[config.mk]
export PLATFORM = sky130hd
export DESIGN_NAME = fetch_if
export DESIGN_NICKNAME = d
export VERILOG_FILES = /design/src/rtl/fetch_pkg.sv /design/src/rtl/fetch_if_fifo.sv /design/src/rtl/fetch_if.sv
export SDC_FILE = /design/constraint.sdc
export NUM_CORES = 1
export LEC_CHECK = 0
export CORE_MARGIN = 4
export CORE_UTILIZATION = 52
export DETAILED_ROUTE_END_ITERATION = 8
export HOLD_SLACK_MARGIN = 0.15
export PLACE_DENSITY = 0.84
export SETUP_SLACK_MARGIN = 0.02
export SLEW_MARGIN = 20
export SYNTH_ARGS = -nofsm -noshare
export SYNTH_HDL_FRONTEND = slang
export SYNTH_SLANG_ARGS = --single-unit
[constraint.sdc]
create_clock -name clk -period 10.6 [get_ports clk]
set_clock_uncertainty 0.05 [all_clocks]
set_input_delay 1.06 -clock clk [delete_from_list [all_inputs] [get_ports clk]]
set_output_delay 1.06 -clock clk [all_outputs]
set_load 0.005 [all_outputs]
[src/rtl/fetch_pkg.sv]
// Shared types and widths for the instruction-fetch stage.
package fetch_pkg;

  localparam int INSTR_W = 32;
  localparam int ADDR_W  = 64;

  typedef enum logic [1:0] {
    RK_CONDBR = 2'd0,
    RK_B      = 2'd1,
    RK_BR     = 2'd2,
    RK_RSVD   = 2'd3
  } redirect_kind_t;

  typedef enum logic [1:0] {
    ST_RUN       = 2'd0,
    ST_WAIT      = 2'd1,
    ST_WAIT_DROP = 2'd2
  } fetch_state_t;

endpackage

[src/rtl/fetch_if_fifo.sv]
// Small instruction queue of {pc, instr} entries with synchronous flush.
// Head outputs read straight from storage registers and read zero when empty.
module instr_fifo #(
  parameter int DEPTH   = 2,
  parameter int INSTR_W = 32,
  parameter int ADDR_W  = 64,
  parameter int PTR_W   = (DEPTH > 1) ? $clog2(DEPTH) : 1,
  parameter int CNT_W   = PTR_W + 1
) (
  input  logic               clk_i,
  input  logic               rst_ni,
  input  logic               flush_i,
  input  logic               push_i,
  input  logic [INSTR_W-1:0] push_instr_i,
  input  logic [ADDR_W-1:0]  push_pc_i,
  input  logic               pop_i,
  output logic               valid_o,
  output logic [INSTR_W-1:0] head_instr_o,
  output logic [ADDR_W-1:0]  head_pc_o,
  output logic [CNT_W-1:0]   count_o
);

  logic [INSTR_W-1:0] instr_q [DEPTH];
  logic [ADDR_W-1:0]  pc_q    [DEPTH];
  logic [PTR_W-1:0]   head_q, tail_q;
  logic [CNT_W-1:0]   count_q;
  logic               full, empty, do_push, do_pop;

  assign empty   = (count_q == '0);
  assign full    = (count_q == CNT_W'(DEPTH));
  assign do_push = push_i && !flush_i && !full;
  assign do_pop  = pop_i && !flush_i && !empty;

  always_ff @(posedge clk_i) begin
    if (!rst_ni || flush_i) begin
      head_q  <= '0;
      tail_q  <= '0;
      count_q <= '0;
    end else begin
      if (do_push) tail_q <= tail_q + PTR_W'(1);
      if (do_pop)  head_q <= head_q + PTR_W'(1);
      if (do_push && !do_pop)      count_q <= count_q + CNT_W'(1);
      else if (do_pop && !do_push) count_q <= count_q - CNT_W'(1);
    end
  end

  // Payload storage carries no reset; validity is tracked by count_q alone.
  always_ff @(posedge clk_i) begin
    if (do_push) begin
      instr_q[tail_q] <= push_instr_i;
      pc_q[tail_q]    <= push_pc_i;
    end
  end

  assign valid_o      = !empty;
  assign head_instr_o = empty ? '0 : instr_q[head_q];
  assign head_pc_o    = empty ? '0 : pc_q[head_q];
  assign count_o      = count_q;

endmodule

[src/rtl/fetch_if.sv]
// Instruction-fetch stage: owns the PC, keeps one fetch in flight, buffers
// responses for decode and handles branch redirects with squash of stale data.
module fetch_if import fetch_pkg::*; #(
  parameter logic [63:0] PC_RESET = 64'h0,
  parameter int          DEPTH    = 2
) (
  input  logic        clk,
  input  logic        reset_n,
  output logic        imem_req,
  output logic [63:0] imem_addr,
  input  logic        imem_ready,
  input  logic        imem_rvalid,
  input  logic [31:0] imem_rdata,
  output logic        if_valid,
  input  logic        if_ready,
  output logic [31:0] if_instr,
  output logic [63:0] if_pc,
  output logic [63:0] if_blt,
  input  logic        redirect_valid,
  input  logic [1:0]  redirect_kind,
  input  logic [63:0] redirect_pc,
  input  logic [25:0] redirect_imm,
  input  logic [63:0] redirect_reg
);

  localparam int PTR_W = (DEPTH > 1) ? $clog2(DEPTH) : 1;
  localparam int CNT_W = PTR_W + 1;

  fetch_state_t       state_q, state_d;
  logic [ADDR_W-1:0]  pc_q, pc_d;
  logic [ADDR_W-1:0]  req_pc_q, req_pc_d;
  logic               redirect_take;
  logic               imem_accept;
  logic [ADDR_W-1:0]  target;
  logic               fifo_push, fifo_pop, fifo_valid;
  logic [CNT_W-1:0]   fifo_count;
  logic [INSTR_W-1:0] head_instr;
  logic [ADDR_W-1:0]  head_pc;

  // Branch offsets are word counts; shift by two and add with 64-bit wrap.
  function automatic logic [ADDR_W-1:0] branch_target(
    input redirect_kind_t    kind,
    input logic [ADDR_W-1:0] pc,
    input logic [25:0]       imm,
    input logic [ADDR_W-1:0] reg_tgt
  );
    logic signed [ADDR_W-1:0] off;
    logic [ADDR_W-1:0]        tgt;
    off = '0;
    tgt = reg_tgt & ~ADDR_W'(3);
    case (kind)
      RK_CONDBR: begin
        off = {{(ADDR_W-21){imm[18]}}, imm[18:0], 2'b00};
        tgt = pc + $unsigned(off);
      end
      RK_B: begin
        off = {{(ADDR_W-28){imm[25]}}, imm, 2'b00};
        tgt = pc + $unsigned(off);
      end
      default: ;
    endcase
    return tgt;
  endfunction

  assign redirect_take = redirect_valid && (redirect_kind_t'(redirect_kind) != RK_RSVD);
  assign target        = branch_target(redirect_kind_t'(redirect_kind), redirect_pc,
                                       redirect_imm, redirect_reg);

  // Issue only with a free slot reserved for the response.
  assign imem_req    = reset_n && (state_q == ST_RUN) && (fifo_count < CNT_W'(DEPTH))
                       && !redirect_take;
  assign imem_addr   = pc_q;
  assign imem_accept = imem_req && imem_ready;

  assign fifo_push = (state_q == ST_WAIT) && imem_rvalid && !redirect_take;
  assign fifo_pop  = if_valid && if_ready;

  always_comb begin
    state_d  = state_q;
    pc_d     = pc_q;
    req_pc_d = req_pc_q;
    if (redirect_take) begin
      pc_d    = target;
      state_d = ((state_q == ST_RUN) || imem_rvalid) ? ST_RUN : ST_WAIT_DROP;
    end else begin
      unique case (state_q)
        ST_RUN: begin
          if (imem_accept) begin
            pc_d     = pc_q + ADDR_W'(4);
            req_pc_d = pc_q;
            state_d  = ST_WAIT;
          end
        end
        ST_WAIT:      if (imem_rvalid) state_d = ST_RUN;
        ST_WAIT_DROP: if (imem_rvalid) state_d = ST_RUN;
        default:      state_d = ST_RUN;
      endcase
    end
  end

  always_ff @(posedge clk) begin
    if (!reset_n) begin
      state_q <= ST_RUN;
      pc_q    <= PC_RESET;
    end else begin
      state_q <= state_d;
      pc_q    <= pc_d;
    end
  end

  always_ff @(posedge clk) begin
    req_pc_q <= req_pc_d;
  end

  instr_fifo #(
    .DEPTH   (DEPTH),
    .INSTR_W (INSTR_W),
    .ADDR_W  (ADDR_W)
  ) u_fifo (
    .clk_i        (clk),
    .rst_ni       (reset_n),
    .flush_i      (redirect_take),
    .push_i       (fifo_push),
    .push_instr_i (imem_rdata),
    .push_pc_i    (req_pc_q),
    .pop_i        (fifo_pop),
    .valid_o      (fifo_valid),
    .head_instr_o (head_instr),
    .head_pc_o    (head_pc),
    .count_o      (fifo_count)
  );

  assign if_valid = fifo_valid;
  assign if_instr = head_instr;
  assign if_pc    = head_pc;
  assign if_blt   = fifo_valid ? head_pc + ADDR_W'(4) : '0;

endmodule
# --- Word-level counts from Yosys, hierarchy flattened ---
# Memory sizes are Yosys's and may differ from the RTL's. A register that Yosys moved wholly into a read port is not among the register bits.
# Index checks and enable logic that the tools add are counted.
# Widths: inputs -> output; s select.
word_totals:
  wordCells: 77
  rom_bits: 0
  reg_bits: 134
  mem_bits_rw: 192
  memories: 2
  output_inout_bits: 226
  latchBits: 0
memory_table:
  columns: ["name", "depth", "word_bits", "rd", "rd_ports_with_merged_regs", "wr", "line_no", "text"]
  rows:
  - ["u_fifo.pc_q", 2, 64, 1, 1, 1, "fetch_if_fifo.sv:24", "logic [ADDR_W-1:0] pc_q [DEPTH];"]
  - ["u_fifo.instr_q", 2, 32, 1, 1, 1, "fetch_if_fifo.sv:23", "logic [INSTR_W-1:0] instr_q [DEPTH];"]
classes:
  muxes: 20
  shifts: 0
  n_lt_le_gt_ge: 1
  n_eq_ne: 7
  reduce_logical: 32
  bitwise_logic: 1
  n_div: 0
  n_addsub: 8
  mul: 0
ops:
  columns: ["op", "n"]
  rows:
  - ["$mux 64", 5]
  - ["$add 64x3->64 const B", 2]
  - ["$add 64x64->64", 2]
  - ["$pmux 64 s2", 1]
  - ["$mux 32", 1]
  - ["$logic_and 1x1->1", 14]
  - ["$mux 2", 6]
  - ["$logic_not 1->1", 6]
  - ["$logic_not 2->1", 3]
  - ["$mux 1", 6]
  - ["$reduce_bool 2->1", 3]
  - ["$eq 2x1->1 const B", 2]
  - ["$eq 2x2->1 const B", 2]
  - ["$pmux 2 s2", 1]
  - ["$reduce_and 2->1", 2]
  - ["$ne 3x1->1 const B", 1]
  - ["$ne 3x2->1 const B", 1]
  - ["$reduce_and 3->1", 1]
  - ["$add 1x1->1 const B", 2]
  - ["$add 2x1->2 const B", 1]
  - ["$logic_or 1x1->1", 2]
  - ["$lt 2x2->1 const B", 1]
  - ["$ne 2x2->1 const B", 1]
  - ["$reduce_or 2->1", 1]
  - ["other kinds (2)", 2]

# --- Logic depth before layout (Yosys ltp) ---
# Gate-level depths: netlist of run 1.
depth:
  depth_word: 10
  ltp_mapped: 20
  depth_no_buf: 14

# --- Cells and area by module ---
# A second synthesis of run 1 with hierarchy kept.
hier_totals:
  cells_unflattened: 1883
  hier_area_um2: 19182.1
modules_own_cells:
  columns: ["mod", "cells_per_inst", "area_each_um2", "seq_area_each_um2", "n_inst"]
  rows:
  - ["fetch_if", 1449, 11710.0, 3243.1, 1]
  - ["instr_fifo", 434, 7472.2, 5865.6, 1]

# --- Worst setup path before layout of run 1 ---
# No wires, ideal clock.
synth_timing:
  path_kind: "input to register"
  from: "in redirect_kind[1]"
  to: "mem u_fifo.instr_q[0][0] (enable)"
  required_ns: 9.882
  setup_ns: 0.668
  arrival_time_ns: 8.503
  path_stages: 5
  slack_ns: 1.379
  path_buffers: 3
  cell_sequence: "clkbuf_1 a21oi_1 clkbuf_1 buf_1 nor3_1"
synth_between:
  elab_chain_len: 8
synth_lines:
  columns: ["element", "line_no", "text"]
  rows:
  - ["from (decl)", "fetch_if.sv:20", "input logic [1:0] redirect_kind,"]
  - ["$ne 2x2->1 (*)", "fetch_if.sv:65", "assign redirect_take = redirect_valid && (redirect_kind_t'(redirect_kind) != RK_RSVD);"]
  - ["$logic_and 1x1->1 (*)", "fetch_if.sv:65", null]
  - ["$logic_not 1->1 (*)", "fetch_if_fifo.sv:31, fetch_if.sv:75", null]
  - ["$logic_and 1x1->1", "fetch_if.sv:75", "assign fifo_push = (state_q == ST_WAIT) && imem_rvalid && !redirect_take;"]
  - ["$logic_and 1x1->1 (*) (2 in a row)", "fetch_if_fifo.sv:31", "assign do_push = push_i && !flush_i && !full;"]
  - ["$mux 1 (*)", "fetch_if_fifo.sv:49", "if (do_push) begin"]
  - ["$mux 1 (not written as such) (*)", "fetch_if_fifo.sv:50", "instr_q[tail_q] <= push_instr_i;"]
  - ["to (decl)", "fetch_if_fifo.sv:23", null]
# Mark *: on every way between the ends. The rest lies on a longest branch, timed or not.

==> results of run 1 <==
through the flow:
| stage | cells | power, W | setup slack (ps) | util | hold WS, ps |
|---|---|---|---|---|---|
| after floorplan | 1832 | 0.001853 | 1379 | - | 371.5 |
| after global routing | 2692 | 0.003336 | 3655 | 0.6801 | 409.1 |
| after detailed placement | 2638 | 0.002147 | 4476 | 0.6526 | 379.0 |
| final | 2692 | 0.003205 | 4014 | 0.6801 | 394.7 |
| after global placement | 2638 | 0.002139 | 4504 | 0.6526 | 373.1 |
| after CTS | 2690 | 0.003209 | 3961 | 0.6799 | 393.0 |
sequential cells by signal, summed over array words and instances, names as in the netlist, named ones only:
| register | cells |
|---|---|
| req_pc_q | 64 |
| u_fifo.pc_q | 128 |
| u_fifo.instr_q | 64 |
| state_q | 2 |
| imem_addr | 64 |
| u_fifo.head_q | 1 |
| u_fifo.tail_q | 1 |
| u_fifo.count_o | 2 |
layer usage:
| metal | global-route usage | vias up |
|---|---|---|
| met5 | 0 | - |
| met2 | 0.4613 | 768 |
| met4 | 0.08212 | 0 |
| met1 | 0.3798 | 7559 |
| met3 | 0.03999 | 111 |
| li1 | - | 7560 |
kinds of logic (layout without fill, tap and decap cells):
logic type	count (synthesis)	count (layout)
simple gates	624	624
compound gates	428	428
flops	327	327
buf+inv	143	540
xor+xnor	134	134
mux	103	103
fa+ha+maj	73	73
other cells	0	2
critical path: cells and delay by family, from the launching register on:
kind                   cells  cell delay [ps]
multiplexers               2              640
AND/OR/NAND/NOR            8             2110
buffers and inverters      2             1310
flip-flops                 1              850
layout make-up:
class	instances	area, um2
Sequential cell	327	9112
Clock inverter	15	206.4
Antenna cell	2	5.005
Clock buffer	37	765.7
Timing Repair Buffer	432	4287
Fill cell	2687	11380
Inverter	56	211.5
Multi-Input combinational cell	1362	9025
Tap cell	461	576.8
path summary, 6_finish.rpt:
path	depth (start not counted)	start	slack, ps	end
hold / removal	0	req_pc_q[37]$_DFFE_PP_	390	u_fifo.pc_q[1][37]$_DFFE_PP_
setup reg to reg	8	state_q[1]$_SDFFE_PN0P_	6490	imem_addr[26]$_SDFFE_PN0P_
hold reg to reg	0	req_pc_q[37]$_DFFE_PP_	390	u_fifo.pc_q[1][37]$_DFFE_PP_
setup / recovery	12	flip-flop	4010	if_blt[62]
power by group:
group	internal (W)	switching, W	leakage, nW	total [W]
clock	0.000632	0.000440	0.474	0.00107
sequential	0.00143	0.0000520	2.91	0.00148
combinational	0.000301	0.000352	5.18	0.000652
total	0.00236	0.000844	8.57	0.00321
cell usage in the layout (no fill, tap or decap), types with 70 or more instances in the layout:
cell type	n
ha_1	72
clkdlybuf4s50_1	417
nand3_1	70
nor2_1	197
nand2_1	164
xnor2_1	86
o21ai_0	86
mux2i_1	87
edfxtp_1	256
a21oi_1	108
dfxtp_1	70
cells in the mapped netlist (4+ instances only):
cell,n,share of area
and3_1,19,0.0063
a221oi_1,15,0.0070
or3_1,8,0.0027
a21oi_1,109,0.029
inv_1,54,0.011
mux2_2,13,0.0078
nor2_2,4,0.0013
o21bai_1,20,0.0080
xnor2_1,86,0.040
nor2b_1,9,0.0030
clkbuf_1,60,0.012
nand4_1,40,0.013
nand2b_1,9,0.0030
nor2_1,198,0.040
buf_6,4,0.0024
a21o_1,37,0.015
buf_2,9,0.0024
o21ai_1,4,0.0011
a22oi_1,5,0.0020
ha_1,72,0.048
nand2_1,164,0.033
o31ai_1,13,0.0052
o21a_1,7,0.0028
nor4_1,12,0.0040
nand3_1,70,0.019
nand3b_1,4,0.0016
o211a_1,4,0.0021
o21ai_0,87,0.023
or4_1,6,0.0024
o221ai_1,11,0.0051
o211ai_1,8,0.0032
and2_1,14,0.0047
a31oi_1,14,0.0047
edfxtp_1,256,0.41
dfxtp_1,71,0.076
mux2i_1,87,0.046
nor3_1,28,0.0075
buf_1,9,0.0018
a211oi_1,38,0.015
o22ai_1,13,0.0043
or2_1,4,0.0013
a311oi_1,4,0.0019
xor2_1,48,0.022
or2_2,5,0.0017
and4_1,9,0.0042
==> impl_metrics.json, run 1 <==
{
  "outcome": "completed",
  "cp_slowest_cell": "buf_4",
  "post-cts-setup-buffer-count": 0,
  "place_congestion": 0.9978,
  "antenna_found_initial": 2,
  "layout-drive-gt1-share": 0.04845,
  "cp_cell_sequence": "buf_4 > mux2_2 > nand2_1 > nor4_4 > nand4_2 > nand2b_2 > nand2b_4 > or2_1 > nand2b_4 > nor3_1 > mux2_1 > clkdlybuf4s50_1",
  "synthXorXnorAreaFrac": 0.06266,
  "holdBufCountCts": 0,
  "min_period_over_period": 0.6213,
  "wl_met2_um": 27010,
  "synth_nets": 2099,
  "hp-class": "reg -> reg",
  "p_per_area_mw_per_mm2": 132.5,
  "cp_max_fo": 62,
  "critical_path_arrival_ps": 5480,
  "synth_adder_area_share": 0.04916,
  "synth_compound_area_frac": 0.1497,
  "post_drt_wl_per_cell_um": 21.28,
  "finalSetupTns_ps": 0,
  "critPathCaptureType": "output pin",
  "h-tree-depth": 1,
  "tightestPinTransition_ps": 1040,
  "finalHoldViolCount": 0,
  "ioPinCount": 420,
  "ys_types": 85,
  "grt_usage": 0.2771,
  "critPathLaunchType": "flip-flop",
  "cts-root-buf": "clkbuf_16",
  "crit_top_cell": "nand2b_4",
  "first_global_vias": 15375,
  "cts_sinks": 327,
  "stdcell_area_mm2": 0.02419,
  "synthMuxAreaShare": 0.05611,
  "p_leak_nw": 8.565,
  "ys_seq_area_frac": 0.4863,
  "synth_top_family_by_area": "simple AND/OR/NAND/NOR gates",
  "critPathMaxStageDelay_ps": 860,
  "gr-total-overflow": 0,
  "ys_warn_count": 0,
  "start_util": 0.5266,
  "area_growth_pct": 29.14,
  "synth_cells": 1832,
  "cp.required_ps": 9490,
  "ant_nets": 0,
  "critPathKind": "reg -> out",
  "dieWidth_um": 197.8,
  "fp.dieH_um": 197.8,
  "synthArstFlopShare": 0,
  "drc_errors": 0,
  "dp_hpwl_um": 43770,
  "path_clk_slew_ps": 60,
  "setup_violations": 0,
  "rsz0062_at_grt": "no",
  "placed_cell_area_mm2": 0.02321,
  "met1Wirelength_um": 23610,
  "wl_met3_um": 4852,
  "slew_viol_final": 0,
  "vias": 15998,
  "num_rows": 69,
  "grt_pass1_wl_um": 86820,
  "drtIter0Drc": 1261,
  "slew_headroom": 0.3022,
  "grt_max_degree": 75,
  "layout.nets": 2475,
  "period_minus_slack_ps": 6586,
  "fmax_mhz": 151.8,
  "syn_avg_cell_area_um2": 10.22,
  "irDropWorstVdd_v": 0.0001190,
  "cap_violations": 0,
  "clk_latency_ps": 540,
  "cts_made_buffers": 29,
  "top_layer": "met4",
  "synthFlopType": "edfxtp_1",
  "io_buffers": 417,
  "routed_wl_um": 57290,
  "drt-pass1-iter-count": 7,
  "synth_area_mm2": 0.01873,
  "ys_ff_latch": 327,
  "post_cts_resized": 0,
  "routed_via_density": 5.943,
  "cts_tree": "done",
  "design.core.area_mm2": 0.03557,
  "yosys.area_share.simple": 0.1622,
  "synth_edf_count": 256,
  "clock_path_buffers": 3,
  "die_area_mm2": 0.03912
}
(Power assumes the default switching activity.)
==> inputs of run 2 (changes only) <==
CORE_UTILIZATION = 47   (was 52)
PLACE_DENSITY = 0.8   (was 0.84)
clock period = 5.72 ns   (was 10.6 ns; I/O delays follow)
==> run 2 against run 1 <==
  * Global-route usage is 2.7 points lower
  * Register-to-register slack worse by 4900 ps
  * Total power is 91% higher
  * Core utilization is 5.3 points lower
  * Critical path depth stayed put
  * Cell area is 1.0% higher
  * Die area is 10% higher
  * Via count is 1.3% lower
  * First-iteration DRC count is 1.5% lower
==> impl_metrics.json, run 2 (synthesis results as in run 1) <==
{
  "fp.dieH_um": 207.6,
  "gr-total-overflow": 0,
  "ant_nets": 0,
  "cp_cell_sequence": "buf_12 > mux2i_1 > nor3_2 > nand3_1 > a2111oi_2 > and3_4 > nand2b_4 > or2_1 > nand2b_4 > nor3_1 > mux2_1 > clkdlybuf4s50_1",
  "stdcell_area_mm2": 0.02444,
  "cts_made_buffers": 30,
  "critical_path_arrival_ps": 4730,
  "holdPathEnd": "u_fifo.pc_q[1][7]$_DFFE_PP_",
  "mostFrequentLayoutCells": "clkdlybuf4s50_1 (417), edfxtp_1 (256), nor2_1 (197)",
  "finalHoldViolCount": 0,
  "drc_errors": 0,
  "cts-root-buf": "clkbuf_16",
  "io_buffers": 417,
  "die_area_mm2": 0.04311,
  "place_congestion": 1.007,
  "start_util": 0.4802,
  "path_clk_slew_ps": 70,
  "post_cts_resized": 0,
  "num_rows": 72,
  "grt_pass1_wl_um": 87870,
  "drt-pass1-iter-count": 6,
  "irDropWorstVdd_v": 0.0002342,
  "area_growth_pct": 30.49,
  "finalPower_w": 0.006122,
  "cp.required_ps": 5100,
  "holdBufCountCts": 0,
  "crit_top_cell": "nand2b_4",
  "setup_violations": 0,
  "clk_latency_ps": 560,
  "hp-class": "reg -> reg",
  "final_common_cell": "clkdlybuf4s50_1",
  "tightestPinTransition_ps": 1024,
  "layout-drive-gt1-share": 0.05320,
  "dieWidth_um": 207.6,
  "critPathTopFamily": "simple AND/OR/NAND/NOR gates",
  "rsz0062_at_grt": "no",
  "critPathKind": "reg -> out",
  "design.core.area_mm2": 0.03901,
  "antenna_found_initial": 2,
  "top_register": "u_fifo.pc_q",
  "min_from": "req_pc_q[7]$_DFFE_PP_",
  "critPathCaptureType": "output pin",
  "hold-worst-slack_ps": 398.5,
  "slew_viol_final": 0,
  "p_leak_nw": 8.638,
  "reg2reg_depth": 10,
  "period_minus_slack_ps": 5349,
  "cp_slowest_cell": "dfxtp_4",
  "clock_path_buffers": 3,
  "ioPinCount": 420,
  "placed_cells": 2699,
  "cap_violations": 0,
  "rr_endpoint": "imem_addr[43]$_SDFFE_PN0P_",
  "grt_max_degree": 90,
  "finalSetupTns_ps": 0,
  "drtIter0Drc": 1242,
  "largest_register_ff_count": 128,
  "grt_usage": 0.2498,
  "slew_headroom": 0.3149,
  "cts_sinks": 327,
  "routed_via_density": 5.730,
  "vias": 15797,
  "p_per_area_mw_per_mm2": 250.5,
  "layout.nets": 2480,
  "post-cts-setup-buffer-count": 0,
  "min_period_over_period": 0.9352,
  "post_drt_wl_per_cell_um": 20.60,
  "reg2reg_slack_ps": 1640,
  "outcome": "completed",
  "reg2reg_from": "state_q[0]$_SDFFE_PN0P_",
  "first_global_vias": 15600,
  "critPathMaxStageDelay_ps": 560,
  "cts_tree": "done",
  "routed_wl_um": 56800,
  "h-tree-depth": 1,
  "nFillCells": 3166,
  "hold-path-cell-count": 0,
  "path_buf_inv": 2,
  "placed_cell_area_mm2": 0.02334,
  "dp_hpwl_um": 43890,
  "fmax_mhz": 186.9,
  "cp_max_fo": 89,
  "critPathLaunchType": "flip-flop",
  "fin_cells": 2757
}
run 2: cell types whose count changed in the layout (fill, tap and decap cells not counted), moves of 2 or more:
cell,previous run,this run
clkbuf_16,29,31
clkinv_1,6,4
bufinv_16,5,7
clkbuf_1,7,5
buf_4,15,17
buf_12,0,2
clkinvlp_4,0,3
run 2: metal layers:
layer | global-route usage | share of wire | vias up
li1 | - | - | 7561
met3 | 0.04126 | 0.075 | 109
met4 | 0.09264 | 0.036 | 0
met1 | 0.3405 | 0.43 | 7434
met2 | 0.4049 | 0.46 | 693
met5 | 0 | 0 | -
run 2: power by group:
part	switching, W	internal [W]
Clock	0.000859	0.00131
Sequential	0.0000913	0.00265
Combinational	0.000649	0.000561
Total	0.00160	0.00452
run 2: final cells by class:
type / count / area [um2] / share of cell area
Clock inverter: 20 / 297.8 / 0.01218
Multi-Input combinational cell: 1362 / 9031 / 0.3695
Clock buffer: 36 / 794.5 / 0.03251
Inverter: 56 / 211.5 / 0.008651
Sequential cell: 327 / 9112 / 0.3728
Antenna cell: 2 / 5.005 / 0.0002048
Timing Repair Buffer: 436 / 4342 / 0.1776
Tap cell: 518 / 648.1 / 0.02652
run 2: through the flow:
step / setup WS (ps) / util
6_report: 370.5 / 0.6266
5_1_grt: 27.30 / 0.6266
4_1_cts: 302.9 / 0.6265
3_5_place_dp: 676.7 / 0.5985
3_3_place_gp: 742.6 / 0.5985
2_1_floorplan: 822.7 / -
run 2: how the worst max path moves through the flow:
| stage | depth (start not counted) | end | slack (ps) | startpoint |
|---|---|---|---|---|
| finish | 12 | if_blt[62] | 370 | flip-flop |
| global route | 13 | if_blt[62] | 30 | flip-flop |
| CTS | 12 | if_blt[62] | 300 | flip-flop |
| detailed placement | 16 | imem_addr[63]$_SDFFE_PN0P_ | 680 | redirect_kind[0] |
| global placement | 16 | imem_addr[59]$_SDFFE_PN0P_ | 740 | redirect_kind[0] |
| floorplan | 20 | if_blt[58] | 820 | u_fifo.count_o[1]$_SDFFE_PP0P_ |
==> inputs of run 3 (changes only) <==
CORE_UTILIZATION = 55   (was 47)
DONT_BUFFER_PORTS = 1   (was default)
PLACE_DENSITY = 0.75   (was 0.8)
==> run 3 against run 2 <==
  * Fmax rose by 6.4%
  * Largest cell class unchanged
  * Critical endpoint unchanged
  * Total power fell by 3.4%
  * Critical path type unchanged
  * Via count fell by 8.3%
==> impl_metrics.json, run 3 (synthesis results as in run 1) <==
{
  "outcome": "completed",
  "grt_max_degree": 58,
  "path_clk_slew_ps": 60,
  "grt_pass1_wl_um": 80670,
  "drc_errors": 0,
  "p_switching_w": 0.001554,
  "post_cts_resized": 0,
  "irDropWorstVdd_v": 0.0001719,
  "reg2reg_from": "state_q[0]$_SDFFE_PN0P_",
  "period_minus_slack_ps": 5028,
  "min_period_over_period": 0.8789,
  "post-cts-setup-buffer-count": 0,
  "finalSetupTns_ps": 0,
  "rsz0062_at_grt": "no",
  "p_per_area_mw_per_mm2": 287.7,
  "p_sw_frac": 0.2627,
  "reg2reg_slack_ps": 2170,
  "finalHoldViolCount": 0,
  "first_global_vias": 13914,
  "pwr-share-clk": 0.378,
  "cts_sinks": 327,
  "fp.dieH_um": 192.5,
  "finalPower_w": 0.005916,
  "gr-total-overflow": 0,
  "cp.required_ps": 5100,
  "cts_tree": "done",
  "slew_headroom": 0.3903,
  "num_rows": 67,
  "min_from": "redirect_pc[1]",
  "place_congestion": 0.9357,
  "hp-class": "in -> reg",
  "ioPinCount": 420,
  "routed_wl_um": 54640,
  "cts_made_buffers": 34,
  "clk_latency_ps": 500,
  "io_buffers": 0,
  "rr_endpoint": "imem_addr[43]$_SDFFE_PN0P_",
  "setup_violations": 0,
  "final_common_cell": "edfxtp_1",
  "drtIter0Drc": 994,
  "critPathCaptureType": "output pin",
  "hold-path-cell-count": 2,
  "intPower_w": 0.004362,
  "dp_hpwl_um": 41030,
  "vias": 14488,
  "reg2reg_depth": 11,
  "layout-drive-gt1-share": 0.06455,
  "critPathKind": "reg -> out",
  "dp_slack_ps": 882.1,
  "nFillCells": 2755,
  "grt_usage": 0.2793,
  "design.core.area_mm2": 0.03353,
  "antenna_found_initial": 11,
  "clock_path_buffers": 3,
  "cp_max_fo": 53,
  "critical_path_arrival_ps": 4410,
  "hold-worst-slack_ps": 174.9,
  "cap_violations": 0,
  "tightestPinTransition_ps": 907.5,
  "holdPathEnd": "imem_addr[1]$_SDFFE_PN0P_",
  "start_util": 0.5586,
  "worst_slack_ps": 692.4,
  "area_growth_pct": 9.793,
  "h-tree-depth": 2,
  "p_leak_nw": 7.290,
  "seqPwrFrac": 0.467,
  "routed_via_density": 6.269,
  "post_drt_wl_per_cell_um": 23.64,
  "drt-pass1-iter-count": 7,
  "critPathLaunchType": "flip-flop",
  "mostFrequentLayoutCells": "edfxtp_1 (256), nor2_1 (197), nand2_1 (164)",
  "ant_nets": 0,
  "dieWidth_um": 192.5,
  "slew_viol_final": 0,
  "layout.nets": 2101,
  "p_comb_frac": 0.155,
  "die_area_mm2": 0.03707,
  "fmax_mhz": 198.9,
  "cts-root-buf": "clkbuf_16",
  "largest_register_ff_count": 128,
  "top_register": "u_fifo.pc_q"
}
run 3: critical path, cell delays in order, from the launching register on:
cell and delay, ps:
dfxtp_4 570, buf_4 680, mux2_2 350, nand3_1 100
or2_1 270, nor2_1 160, and4_1 340, nand4_2 220
or2_1 390, nand2b_4 210, nor3_1 200, mux2_1 370
run 3: cell type report:
cell class	count	area [um2]	area share
Timing Repair Buffer	53	485.5	0.02361
Tap cell	448	560.5	0.02726
Antenna cell	4	10.01	0.0004867
Clock inverter	18	190.2	0.009248
Sequential cell	327	9112	0.4431
Clock buffer	43	958.4	0.04661
Multi-Input combinational cell	1362	9036	0.4394
Inverter	56	211.5	0.01028
run 3: routing by layer:
layer  track usage  share of wire
met5             0         0.0015
met4        0.1034          0.034
met3       0.07073          0.090
met2        0.4510           0.46
met1        0.3658           0.41
run 3: power groups by stage:
stage	Clock, W	Sequential (W)	Combinational [W]
after CTS	0.00227	0.00276	0.000904
final	0.00223	0.00276	0.000919
after detailed placement	0	0.00281	0.000874
after floorplan	0	0.00276	0.000675
after global placement	0	0.00281	0.000861
after global routing	0.00237	0.00277	0.00101
run 3: per-stage QoR:
| stage | cells | area (um2) | utilization |
|---|---|---|---|
| 2_1_floorplan | 1832 | 18740 | - |
| 3_3_place_gp | 2211 | 19060 | 0.5683 |
| 3_5_place_dp | 2211 | 19060 | 0.5683 |
| 4_1_cts | 2306 | 20540 | 0.6127 |
| 5_1_grt | 2310 | 20560 | 0.6132 |
| 6_report | 2311 | 20560 | 0.6133 |
run 3: how the worst max path moves through the flow:
stage	from	endpoint
finish	flip-flop	if_blt[62]
global route	flip-flop	if_blt[62]
CTS	flip-flop	if_blt[62]
detailed placement	redirect_kind[0]	imem_addr[63]$_SDFFE_PN0P_
global placement	redirect_kind[0]	imem_addr[63]$_SDFFE_PN0P_
floorplan	u_fifo.count_o[1]$_SDFFE_PP0P_	if_blt[58]
run 3: timing repair:
action / 4_1_cts / 5_1_grt
hold buffers: 34 / 1
hold endpoints to repair: 76 / 3
endpoints found under the setup margin: 0 / 0
